<file path="src/rtl/seg_bcd_scan_ctrl.sv">
// -----------------------------------------------------------------------------
// seg_bcd_scan_ctrl
//
// Sequencer for a 2-digit 7-segment display. A 7-bit binary value arrives
// over a valid/ready handshake. A shift-add-3 FSM converts it to two BCD
// digits, one input bit per clock. The result is latched and the two digits
// are time-multiplexed onto the segment and digit-select pins.
//
// Parameters
//   SCAN_DIV   clk cycles per digit slot (>= 2)
//
// Ports
//   clk        in   1  system clock, all logic on posedge
//   res        in   1  synchronous, active-high reset
//   bin_in     in   7  binary value 0..127, sampled on the accept edge
//   bin_valid  in   1  source has a value to load
//   bin_ready  out  1  converter idle and able to accept a value
//   digit_seg  out  8  segments {a,b,c,d,e,f,g,dp}, active-high, registered
//   digit_con  out  2  digit select, 2'b10 = tens, 2'b01 = ones, registered
//
// Configuration macro
//   LEADING_ZERO_BLANK_EN  when defined, a zero tens digit is blanked
//                          (unless the value is out of range).
// -----------------------------------------------------------------------------
module seg_bcd_scan_ctrl #(
  parameter int SCAN_DIV = 1024
) (
  input  logic       clk,
  input  logic       res,
  input  logic [6:0] bin_in,
  input  logic       bin_valid,
  output logic       bin_ready,
  output logic [7:0] digit_seg,
  output logic [1:0] digit_con
);

  localparam int DATA_W = 7;
  localparam int PS_W   = $clog2(SCAN_DIV);
  localparam logic [PS_W-1:0] PS_MAX = PS_W'(SCAN_DIV - 1);

  localparam logic [7:0] SEG_DASH  = 8'b00000010;
  localparam logic [7:0] SEG_BLANK = 8'b00000000;

  typedef enum logic [1:0] {
    IDLE  = 2'd0,
    SHIFT = 2'd1,
    LATCH = 2'd2
  } state_t;

  state_t state;
  state_t state_nxt;

  // Conversion working set
  logic [DATA_W-1:0] bin_q;
  logic [2:0]        bit_idx;
  logic [3:0]        work_tens;
  logic [3:0]        work_ones;
  logic [7:0]        adj_word;
  logic [7:0]        work_nxt;
  logic              cur_bit;
  logic              accept;

  // Latched result
  logic [3:0]        tens_q;
  logic [3:0]        ones_q;
  logic              ovf_q;

  // Scan timing
  logic [PS_W-1:0]   prescaler;
  logic              scan_tick;

  // ---------------------------------------------------------------------------
  // Helper functions
  // ---------------------------------------------------------------------------

  // Double-dabble correction: a nibble of 5 or more would exceed 9 after the
  // doubling shift, so add 3 beforehand to carry into the next digit.
  function automatic logic [3:0] add3(input logic [3:0] n);
    add3 = (n >= 4'd5) ? (n + 4'd3) : n;
  endfunction

  // Seven-segment encoding of one BCD digit. Codes above 9 cannot occur for
  // in-range values; they show a dash so a fault is visible on the glass.
  function automatic logic [7:0] seg_encode(input logic [3:0] d);
    case (d)
      4'd0:    seg_encode = 8'b11111100;
      4'd1:    seg_encode = 8'b01100000;
      4'd2:    seg_encode = 8'b11011010;
      4'd3:    seg_encode = 8'b11110010;
      4'd4:    seg_encode = 8'b01100110;
      4'd5:    seg_encode = 8'b10110110;
      4'd6:    seg_encode = 8'b10111110;
      4'd7:    seg_encode = 8'b11100000;
      4'd8:    seg_encode = 8'b11111110;
      4'd9:    seg_encode = 8'b11110110;
      default: seg_encode = SEG_DASH;
    endcase
  endfunction

  // Pattern for one display slot, including the out-of-range dash and the
  // optional leading-zero blanking of the tens slot.
  function automatic logic [7:0] slot_pattern(input logic       tens_sel,
                                              input logic [3:0] tens,
                                              input logic [3:0] ones,
                                              input logic       ovf);
    if (ovf) begin
      slot_pattern = SEG_DASH;
    end else if (tens_sel) begin
`ifdef LEADING_ZERO_BLANK_EN
      slot_pattern = (tens == 4'd0) ? SEG_BLANK : seg_encode(tens);
`else
      slot_pattern = seg_encode(tens);
`endif
    end else begin
      slot_pattern = seg_encode(ones);
    end
  endfunction

  // ---------------------------------------------------------------------------
  // FSM: state register
  // ---------------------------------------------------------------------------
  always_ff @(posedge clk) begin
    if (res) begin
      state <= IDLE;
    end else begin
      state <= state_nxt;
    end
  end

  // ---------------------------------------------------------------------------
  // FSM: next-state logic
  // ---------------------------------------------------------------------------
  always_comb begin
    state_nxt = state;
    case (state)
      IDLE:    if (bin_valid) state_nxt = SHIFT;
      SHIFT:   if (bit_idx == 3'd0) state_nxt = LATCH;
      LATCH:   state_nxt = IDLE;
      default: state_nxt = IDLE;
    endcase
  end

  // ---------------------------------------------------------------------------
  // FSM: outputs
  // ---------------------------------------------------------------------------
  always_comb begin
    bin_ready = (state == IDLE);
    accept    = (state == IDLE) && bin_valid;
  end

  // ---------------------------------------------------------------------------
  // Shift-add-3 step: correct both nibbles, then shift the current bit in.
  // The tens carry out is dropped; values above 99 are flagged by ovf_q.
  // ---------------------------------------------------------------------------
  always_comb begin
    cur_bit  = bin_q[bit_idx];
    adj_word = {add3(work_tens), add3(work_ones)};
    work_nxt = (adj_word << 1) | {7'd0, cur_bit};
  end

  // Working registers carry no reset: they are fully reloaded on every accept
  // and are only consumed while the FSM is in SHIFT or LATCH.
  always_ff @(posedge clk) begin
    if (accept) begin
      bin_q     <= bin_in;
      bit_idx   <= 3'd6;
      work_tens <= 4'd0;
      work_ones <= 4'd0;
    end else if (state == SHIFT) begin
      {work_tens, work_ones} <= work_nxt;
      bit_idx                <= bit_idx - 3'd1;
    end
  end

  // ---------------------------------------------------------------------------
  // Result latch
  // ---------------------------------------------------------------------------
  always_ff @(posedge clk) begin
    if (res) begin
      tens_q <= 4'd0;
      ones_q <= 4'd0;
      ovf_q  <= 1'b0;
    end else if (state == LATCH) begin
      tens_q <= work_tens;
      ones_q <= work_ones;
      ovf_q  <= (bin_q > 7'd99);
    end
  end

  // ---------------------------------------------------------------------------
  // Scan prescaler
  // ---------------------------------------------------------------------------
  assign scan_tick = (prescaler == PS_MAX);

  always_ff @(posedge clk) begin
    if (res) begin
      prescaler <= '0;
    end else if (scan_tick) begin
      prescaler <= '0;
    end else begin
      prescaler <= prescaler + PS_W'(1);
    end
  end

  // ---------------------------------------------------------------------------
  // Digit multiplexer. Select and pattern update on the same edge; the pattern
  // is that of the slot becoming active (tens when leaving the ones slot).
  // A tick coinciding with LATCH still sees the previous tens_q/ones_q.
  // ---------------------------------------------------------------------------
  always_ff @(posedge clk) begin
    if (res) begin
      digit_con <= 2'b01;
      digit_seg <= 8'b11111100;
    end else if (scan_tick) begin
      digit_con <= {digit_con[0], digit_con[1]};
      digit_seg <= slot_pattern(digit_con[0], tens_q, ones_q, ovf_q);
    end
  end

endmodule

</file>
<file path="config.mk">
export PLATFORM = sky130hd
export DESIGN_NAME = seg_bcd_scan_ctrl
export DESIGN_NICKNAME = d
export VERILOG_FILES = /design/src/rtl/seg_bcd_scan_ctrl.sv
export SDC_FILE = /design/constraint.sdc
export NUM_CORES = 1
export LEC_CHECK = 0
export BUFFER_PORTS_ARGS = -buffer_cell sky130_fd_sc_hd__buf_2
export CAP_MARGIN = 20
export CELL_PAD_IN_SITES_DETAIL_PLACEMENT = 1
export CELL_PAD_IN_SITES_GLOBAL_PLACEMENT = 2
export CORE_MARGIN = 1.5
export CORE_UTILIZATION = 30
export DETAILED_ROUTE_END_ITERATION = 10
export PLACE_DENSITY_LB_ADDON = 0.1
export SYNTH_ARGS = -nofsm -noshare
export SYNTH_HDL_FRONTEND = slang
export SYNTH_SLANG_ARGS = --single-unit
</file>
<file path="constraint.sdc">
create_clock -name clk -period 1.7 [get_ports clk]
set_input_delay 0.255 -clock clk [delete_from_list [all_inputs] [get_ports clk]]
set_output_delay 0.255 -clock clk [all_outputs]
set_load 0.02 [all_outputs]
</file>
* After elaboration in Yosys (flattened, before gate mapping)
Memories as Yosys holds them, arrays and structs flattened. A register that Yosys moved wholly into a read port is not among the register bits.
Index checks and enable logic that the tools add are counted.
** Word-level totals
- Flip-flop bits (word level) :: 49
- ROM bits :: 224
- Input bits :: 10
- Output and inout port bits :: 11
- Memories :: 2
** Operators by class
- Add/subtract/negate cells :: 4
- Order comparisons :: 4
- Equal/unequal tests :: 5
- Mux-type cells :: 13
- Bitwise operators :: 1
- Reductions and logical operators :: 5
** Memories
- (name not given) :: depth 16, bits a word 7, rd ports 1, clocked after memory_dff 1, write ports 0, line 85 : case (d)
- (name not given) :: depth 16, bits a word 7, rd ports 1, clocked after memory_dff 1, write ports 0, line 85
** Operator list (number)
- two-way mux 4 bit :: 5
- two-way mux 8 bit :: 2
- adder 10 x 1 -> 10 bit (second input constant) :: 1
- == test 10 bit (second input constant) :: 1
- >= comparator 4 x 3 -> 1 bit (second input constant) :: 2
- OR 8 x 1 -> 8 bit :: 1
- > comparator 7 bit (second input constant) :: 1
- adder 4 x 2 -> 4 bit (second input constant) :: 1
- < comparator 3 x 4 -> 1 bit (second input constant) :: 1
- two-way mux 2 bit :: 2
- inequality test 2 bit (second input constant) :: 2
- one-hot mux 2 bit (2 select lines) :: 1
- adder 3 x 2 -> 3 bit (second input constant) :: 1
- binary-select mux 1 bit (select 3 bit) :: 1
- logical NOT 3 bit :: 1
- two-way mux 3 bit :: 1
- subtractor 3 x 1 -> 3 bit (second input constant) :: 1
- == test 2 x 1 -> 1 bit (second input constant) :: 1
- == test 2 bit (second input constant) :: 1
- logical NOT 2 bit :: 1
- AND reduction 2 bit :: 1
- OR reduction 2 bit :: 1
- logical AND 1 bit :: 1
- two-way mux 1 bit :: 1

* Depth between registers and ports, before layout
Gate-level depths: netlist of the first run.
- Depth in word-level cells :: 3
- Mapped depth :: 7
- Mapped depth without buffers :: 6

* Least setup slack after synthesis of the first run
OpenSTA, ideal clock, no wires.
- Path kind :: flip-flop to flip-flop
- Start point :: register state[1]
- End point :: register bin_q[0] (enable)
- Setup time :: 338 ps
- Data arrival time :: 1267 ps
- Required time :: 1362 ps
- Setup slack :: 96 ps
- Stages on the path, launching flop included :: 5
- Path buffers :: 1
- Period minus slack after synthesis :: 1604 ps
- Cell sequence :: dfxtp_1 buf_2 nor2_1 nand2_1 inv_1
** On the way
- Cells in the longest elaborated chain, start to end :: 2
** Ends and longest elaborated chain
- start, declared :: line 50 : state_t state;
- start signal, assigned :: line 126 : state <= state_nxt;
- logical NOT 2 bit
- net bin_ready :: line 32 : output logic bin_ready,
- logical AND 1 bit :: line 148 : accept = (state == IDLE) && bin_valid;
- net accept :: line 61 : logic accept;
- end signal, assigned :: line 165 : bin_q <= bin_in;
- end, declared :: line 54 : logic [DATA_W-1:0] bin_q;
The timed path passes the listed nets, and every way through them passes these cells.
A chain may end at the register's enable or synchronous reset.

==> impl_metrics.csv, run 1 <==
group,metric,value,unit
outcome,status,"completed",
global_route,grtUsageTotal,0.1473,
synth,syn_inst,282,
final_layout,nets,355,
routing,wl_per_cell,14.83,um
routing,firstDrtPassIters,4,
floorplan,die_area,10170,um^2
timing,skew,12.47,ps
worst_setup_path,reg2reg_depth,6,
floorplan,core,9240,um^2
floorplan,chipWidth,100.8,um
clock_tree,clkTransAtPathRegs,70,ps
placement,io_buffer_count,19,
placement,hpwl,5.006,mm
pwr,vdd_ir_drop_max,0.0004322,V
worst_setup_path,startpoint_type,"flip-flop",
floorplan,dieHeight,100.8,um
synth,syn_avg_cell_area,10.18,um^2
synth,synth_area,2872,um^2
clock_tree,clock_latency,340,ps
timing,worst_slew_pin_slew,589.3,ps
worst_setup_path,required,1960,ps
clock_tree,cts.sinks,62,
synth,synth_edf_count,7,
pwr,power_density,916.9,nW/um^2
placement,routabilityCongestion,0.7515,
clock_tree,cts_buffer_depth,2,
timing,post-route-min-period,1627,ps
global_route,antenna_found_initial,0,
worst_setup_path,arrival,1890,ps
final_layout,antenna_cells,0,
final_layout,drive_gt1_frac,0.2991,
global_route,grt_pass1_vias,2262,
synth,synthArstFlopShare,0,
worst_setup_path,critPathLaunch,"state[0]",
clock_tree,root_buffer,"clkbuf_8",
timing,max_freq,0.6145,GHz
final_layout,nFillCells,1044,
final_layout,syn_to_final_growth,24.53,%
worst_setup_path,critPathKind,"reg2reg",
floorplan,pin_count,21,
synth,synth-main-ff-cell,"dfxtp_1",
min_path,min_path_type,"in2reg",
clock_tree,cts_made_buffers,9,
timing,hold_violations,0,
global_route,grt_pass1_wl,11.40,mm
job,drv_cap,0,
final_layout,layout.cells.non_filler,460,
synth,synth_cell_types,45,
routing,viasPerCell,4.665,
routing,drc,0,
timing,slew_violations,0,
floorplan,rows,35,
timing,fin_crit_sh,0.9573,
timing,finalWorstSetupSlack,72.55,ps
global_route,overflow,0,
synth,ys_ff_latch,62,
timing,finalHoldWorstSlack,91.66,ps
global_route,grt_max_degree,17,
placement,place_ws,-98.03,ps
timing,maxSlewHeadroom,0.6022,
worst_setup_path,cp-end-kind,"flip-flop",
clock_tree,cts_tree,"built",
min_path,hp-start,"bin_in[1]",
worst_setup_path,crit_fanout,10,
routing,routed_wl,6.821,mm
clock_tree,h-tree-depth,3,
min_path,hold_path_depth,1,
timing,setup_viol,0,
routing,final_antenna_net_count,0,
synth,ys_seq_area_frac,0.4566,
pwr,power.leakage,1.510,nW
placement,place_inst,443,
synth,yosys_warnings,0,
routing,vias,2146,
synth,syn-num-nets,311,
floorplan,start_util,0.3108,
worst_setup_path,r2r-start,"state[0]",
routing,drtIter0Drc,50,
cell type report:
class                      instances  area, um^2  share of cell area
clock buffer                       9       123.9             0.03464
clock inverter                     7       88.84             0.02484
inverter                          18       67.56             0.01889
multi-input combinational        189        1493              0.4174
sequential                        62        1319              0.3688
tap                              129       161.4             0.04514
timing repair buffer              46       322.8             0.09027
layer usage:
metal  track usage  vias to the layer above  routed length (um)
met1        0.1998                     1035                3467
met4       0.06501                        0                  87
met2        0.2282                       14                3161
li1              -                     1089                   -
met3       0.02705                        8                 105
met5             0                        -                   0
power breakdown:
| group | switching, mW | total [mW] | internal, mW |
|---|---|---|---|
| Sequential | 0.0471 | 1.57 | 1.53 |
| Clock | 0.608 | 1.42 | 0.815 |
| Combinational | 0.151 | 0.282 | 0.130 |
placed cells by master, fill, tap and decap left out, types with 10 or more instances in the layout:
cell type,netlist,routed
buf_2,2,19
buf_4,3,25
ha_1,19,17
inv_1,14,12
dfxtp_1,55,53
nor2_1,14,13
o21ai_0,12,12
a21oi_1,10,10
nand2_1,24,24
nand3_1,15,15
mux2i_1,14,14
logic make-up (layout without fill, tap and decap cells):
logic type	Yosys count	count (layout)	synth area share
fa+ha+maj	19	19	0.08279
xor+xnor	10	10	0.03050
flops	62	62	0.4566
other cells	1	1	0.001306
buf+inv	31	80	0.04793
simple gates	82	82	0.1516
compound gates	56	56	0.1464
mux	21	21	0.08279
repair_timing:
action | CTS | global route
setup buffers | 0 | 1
resized for setup | 5 | 17
pin swaps | 0 | 2
hold buffers | 0 | 0
endpoints found under the setup margin | 9 | 20
gates cloned | 0 | 0
cell usage after synthesis, types with 6 or more instances:
library cell  number  area [um^2]
o311ai_0           7        61.31
a21oi_1           10        50.05
nor3_1             8        40.04
o22ai_1            8        50.05
mux2i_1           14        140.1
edfxtp_1           7        210.2
nor2_1            14        52.55
dfxtp_1           55         1101
inv_1             14        52.55
o21ai_0           12        60.06
ha_1              19        237.7
nand3_1           15        75.07
xnor2_1            6        52.55
nand2_1           24        90.09
critical path, cell delays in order, from the launching register on:
cell and delay [ps]:
dfxtp_4 380, nand2b_4 150, buf_12 150, a31o_2 270, ha_1 190, mux2_4 280
o22ai_2 130
worst paths after layout:
kind                                      to  slack, ps
worst max-delay path               flip-flop         70
worst min-delay path                bin_q[1]         90
worst max register to register     flip-flop         70
worst min register to register  digit_con[1]        480
metrics by stage:
| step | power [mW] | util | instance area, um^2 | setup TNS [ps] |
|---|---|---|---|---|
| 2_1_floorplan | 1.774 | - | 2872 | 0 |
| 3_3_place_gp | 1.882 | 0.3548 | 3278 | -346.5 |
| 5_1_grt | 3.454 | 0.3870 | 3576 | -4.466 |
| 6_report | 3.279 | 0.3870 | 3576 | 0 |
| 4_1_cts | 3.345 | 0.3804 | 3515 | 0 |
| 3_5_place_dp | 1.888 | 0.3548 | 3278 | -253.7 |
No activity file was read; power rests on OpenSTA's default activity.
==> run 2: changes to the inputs <==
Settings changed: SETUP_SLACK_MARGIN set to 0.2.
==> run 2 against run 1 <==
  * Flip-flop and latch count is the same
  * Final cell count grew 5.4%
  * Sequential power is essentially flat
  * Worst setup slack is essentially flat
  * Largest power group unchanged
==> impl_metrics.csv, run 2 (synthesized netlist as in run 1, its figures left out) <==
group,metric,value,unit
outcome,status,"completed",
timing,finalSetupTns,0,ps
pwr,vdd_ir_drop_max,0.0003669,V
worst_setup_path,startpoint_type,"flip-flop",
routing,drtIter0Drc,43,
pwr,switching_share,0.2500,
global_route,grt_pass1_vias,2368,
global_route,antenna_found_initial,0,
pwr,seqPwrFrac,0.483,
clock_tree,clkTransAtPathRegs,70,ps
final_layout,final_common_cell,"dfxtp_1",
floorplan,dieHeight,100.8,um
global_route,busiest_layer,"met2",
worst_setup_path,path_buf_inv,2,
worst_setup_path,cp_cell_sequence,"buf_6, and4bb_1, a31oi_4, inv_4, mux2_4, o22ai_2",
worst_setup_path,arrival,1900,ps
timing,fin_crit_sh,0.9576,
final_layout,nets,380,
global_route,grt_use_met2,0.2510,
pwr,p_sw,0.8174,mW
final_layout,final_cell_mix,"dfxtp_1, buf_4, nand2_1",
timing,setup_viol,0,
worst_setup_path,slowest_delay,370,ps
clock_tree,cts.sinks,62,
routing,drc,0,
pwr,power.leakage,1.673,nW
clock_tree,cts_made_buffers,9,
floorplan,die_area,10170,um^2
timing,post-route-min-period,1628,ps
final_layout,syn_to_final_growth,42.44,%
clock_tree,cts_tree,"built",
worst_setup_path,cp_slowest_cell,"dfxtp_4",
clock_tree,root_buffer,"clkbuf_8",
routing,wl_per_cell,15.17,um
timing,skew,6.646,ps
global_route,grt_max_degree,17,
clock_tree,cts_buffer_depth,2,
routing,vias,2262,
pwr,intPower,2.452,mW
min_path,hp-start,"bin_in[6]",
worst_setup_path,reg2reg_depth,6,
clock_tree,postCtsHoldBufs,0,
timing,rsz0062_at_grt,"yes",
floorplan,pin_count,21,
min_path,hold_path_end,"bin_q[6]",
min_path,hold_path_depth,1,
routing,routed_wl,7.358,mm
routing,final_antenna_net_count,0,
global_route,met3_usage,0.03745,
pwr,power_density,799.4,nW/um^2
final_layout,drive_gt1_frac,0.4635,
timing,max_freq,0.6143,GHz
worst_setup_path,critPathKind,"reg2reg",
timing,maxSlewHeadroom,0.6612,
timing,slew_violations,0,
job,drv_cap,0,
floorplan,core,9240,um^2
global_route,overflow,0,
worst_setup_path,critical-path-top-delay-family,"compound AO/OA/AOI/OAI gates",
floorplan,start_util,0.3108,
global_route,grtUsageTotal,0.1544,
global_route,grt_pass1_wl,11.87,mm
timing,hold_violations,0,
routing,viasPerCell,4.664,
final_layout,finish.utilization,0.4427,
floorplan,chipWidth,100.8,um
placement,hpwl,4.911,mm
pwr,p_comb_frac,0.100,
worst_setup_path,required,1970,ps
worst_setup_path,cp-end-kind,"flip-flop",
placement,io_buffer_count,19,
clock_tree,h-tree-depth,3,
worst_setup_path,r2r-start,"state[1]",
worst_setup_path,r2r_slack,70,ps
pwr,clock_power_share,0.417,
pwr,p_total,3.270,mW
min_path,min_path_type,"in2reg",
clock_tree,clock_latency,340,ps
timing,worst_slew_pin_slew,501.8,ps
placement,routabilityCongestion,0.7562,
worst_setup_path,crit_fanout,7,
routing,firstDrtPassIters,4,
global_route,use_met1,0.1923,
floorplan,rows,35,
final_layout,antenna_cells,0,
[run 2: cell types whose count changed in the layout (fill, tap and decap cells not counted), moves of 4 or more]
cell | previous run | this run
dfxtp_2 | 0 | 4
dfxtp_1 | 53 | 49
buf_4 | 25 | 37
o311ai_2 | 0 | 4
buf_6 | 0 | 15
ha_1 | 17 | 5
ha_2 | 2 | 7
inv_1 | 12 | 8
ha_4 | 0 | 7
[run 2: power by group through the flow]
stage                     sequential (mW)  clock, mW  combinational, mW
after floorplan                      1.60          0              0.180
after global placement               1.61          0              0.274
after detailed placement             1.61          0              0.280
after CTS                            1.58       1.41              0.302
after global routing                 1.59       1.49              0.365
final                                1.58       1.36              0.327
[run 2: timing repair]
action	CTS	global route
pin swaps	14	9
endpoints found under the setup margin	23	36
resized for setup	60	45
gates cloned	0	1
setup buffers	10	8
[run 2: per-layer routing]
layer  part of all wire  wire (um)
met2               0.49       3639
met4              0.015        114
met3              0.022        163
met5                  0          0
met1               0.47       3440
[run 2: area by class of cell]
class                           instances  area, um^2
Sequential cell                        62        1324
Tap cell                              129       161.4
Clock inverter                          5       56.30
Inverter                               18       78.83
Clock buffer                           11       152.6
Fill cell                            1017        5150
Timing Repair Buffer                   71       556.8
Multi-Input combinational cell        189        1760
[run 2: worst max path at each step]
stage              from         to  slack (ps)  cells after the start
2_1_floorplan  state[1]  flip-flop         150                      7
3_3_place_gp   state[1]  flip-flop         -40                      7
3_5_place_dp        res  flip-flop         -60                      7
4_1_cts        state[0]  flip-flop          80                      8
5_1_grt        state[0]  flip-flop         -20                      7
6_report       state[1]  flip-flop          70                      6
[run 2: through the flow]
step / hold WS [ps] / cell area [um^2] / worst slack [ps] / instances
2_1_floorplan: 353.9 / 2892 / 147.9 / 282
3_3_place_gp: 433.3 / 3317 / -35.43 / 450
3_5_place_dp: 433.8 / 3317 / -61.95 / 450
4_1_cts: 65.61 / 3841 / 82.84 / 476
5_1_grt: 65.87 / 4090 / -17.50 / 485
6_report: 86.18 / 4090 / 72.14 / 485
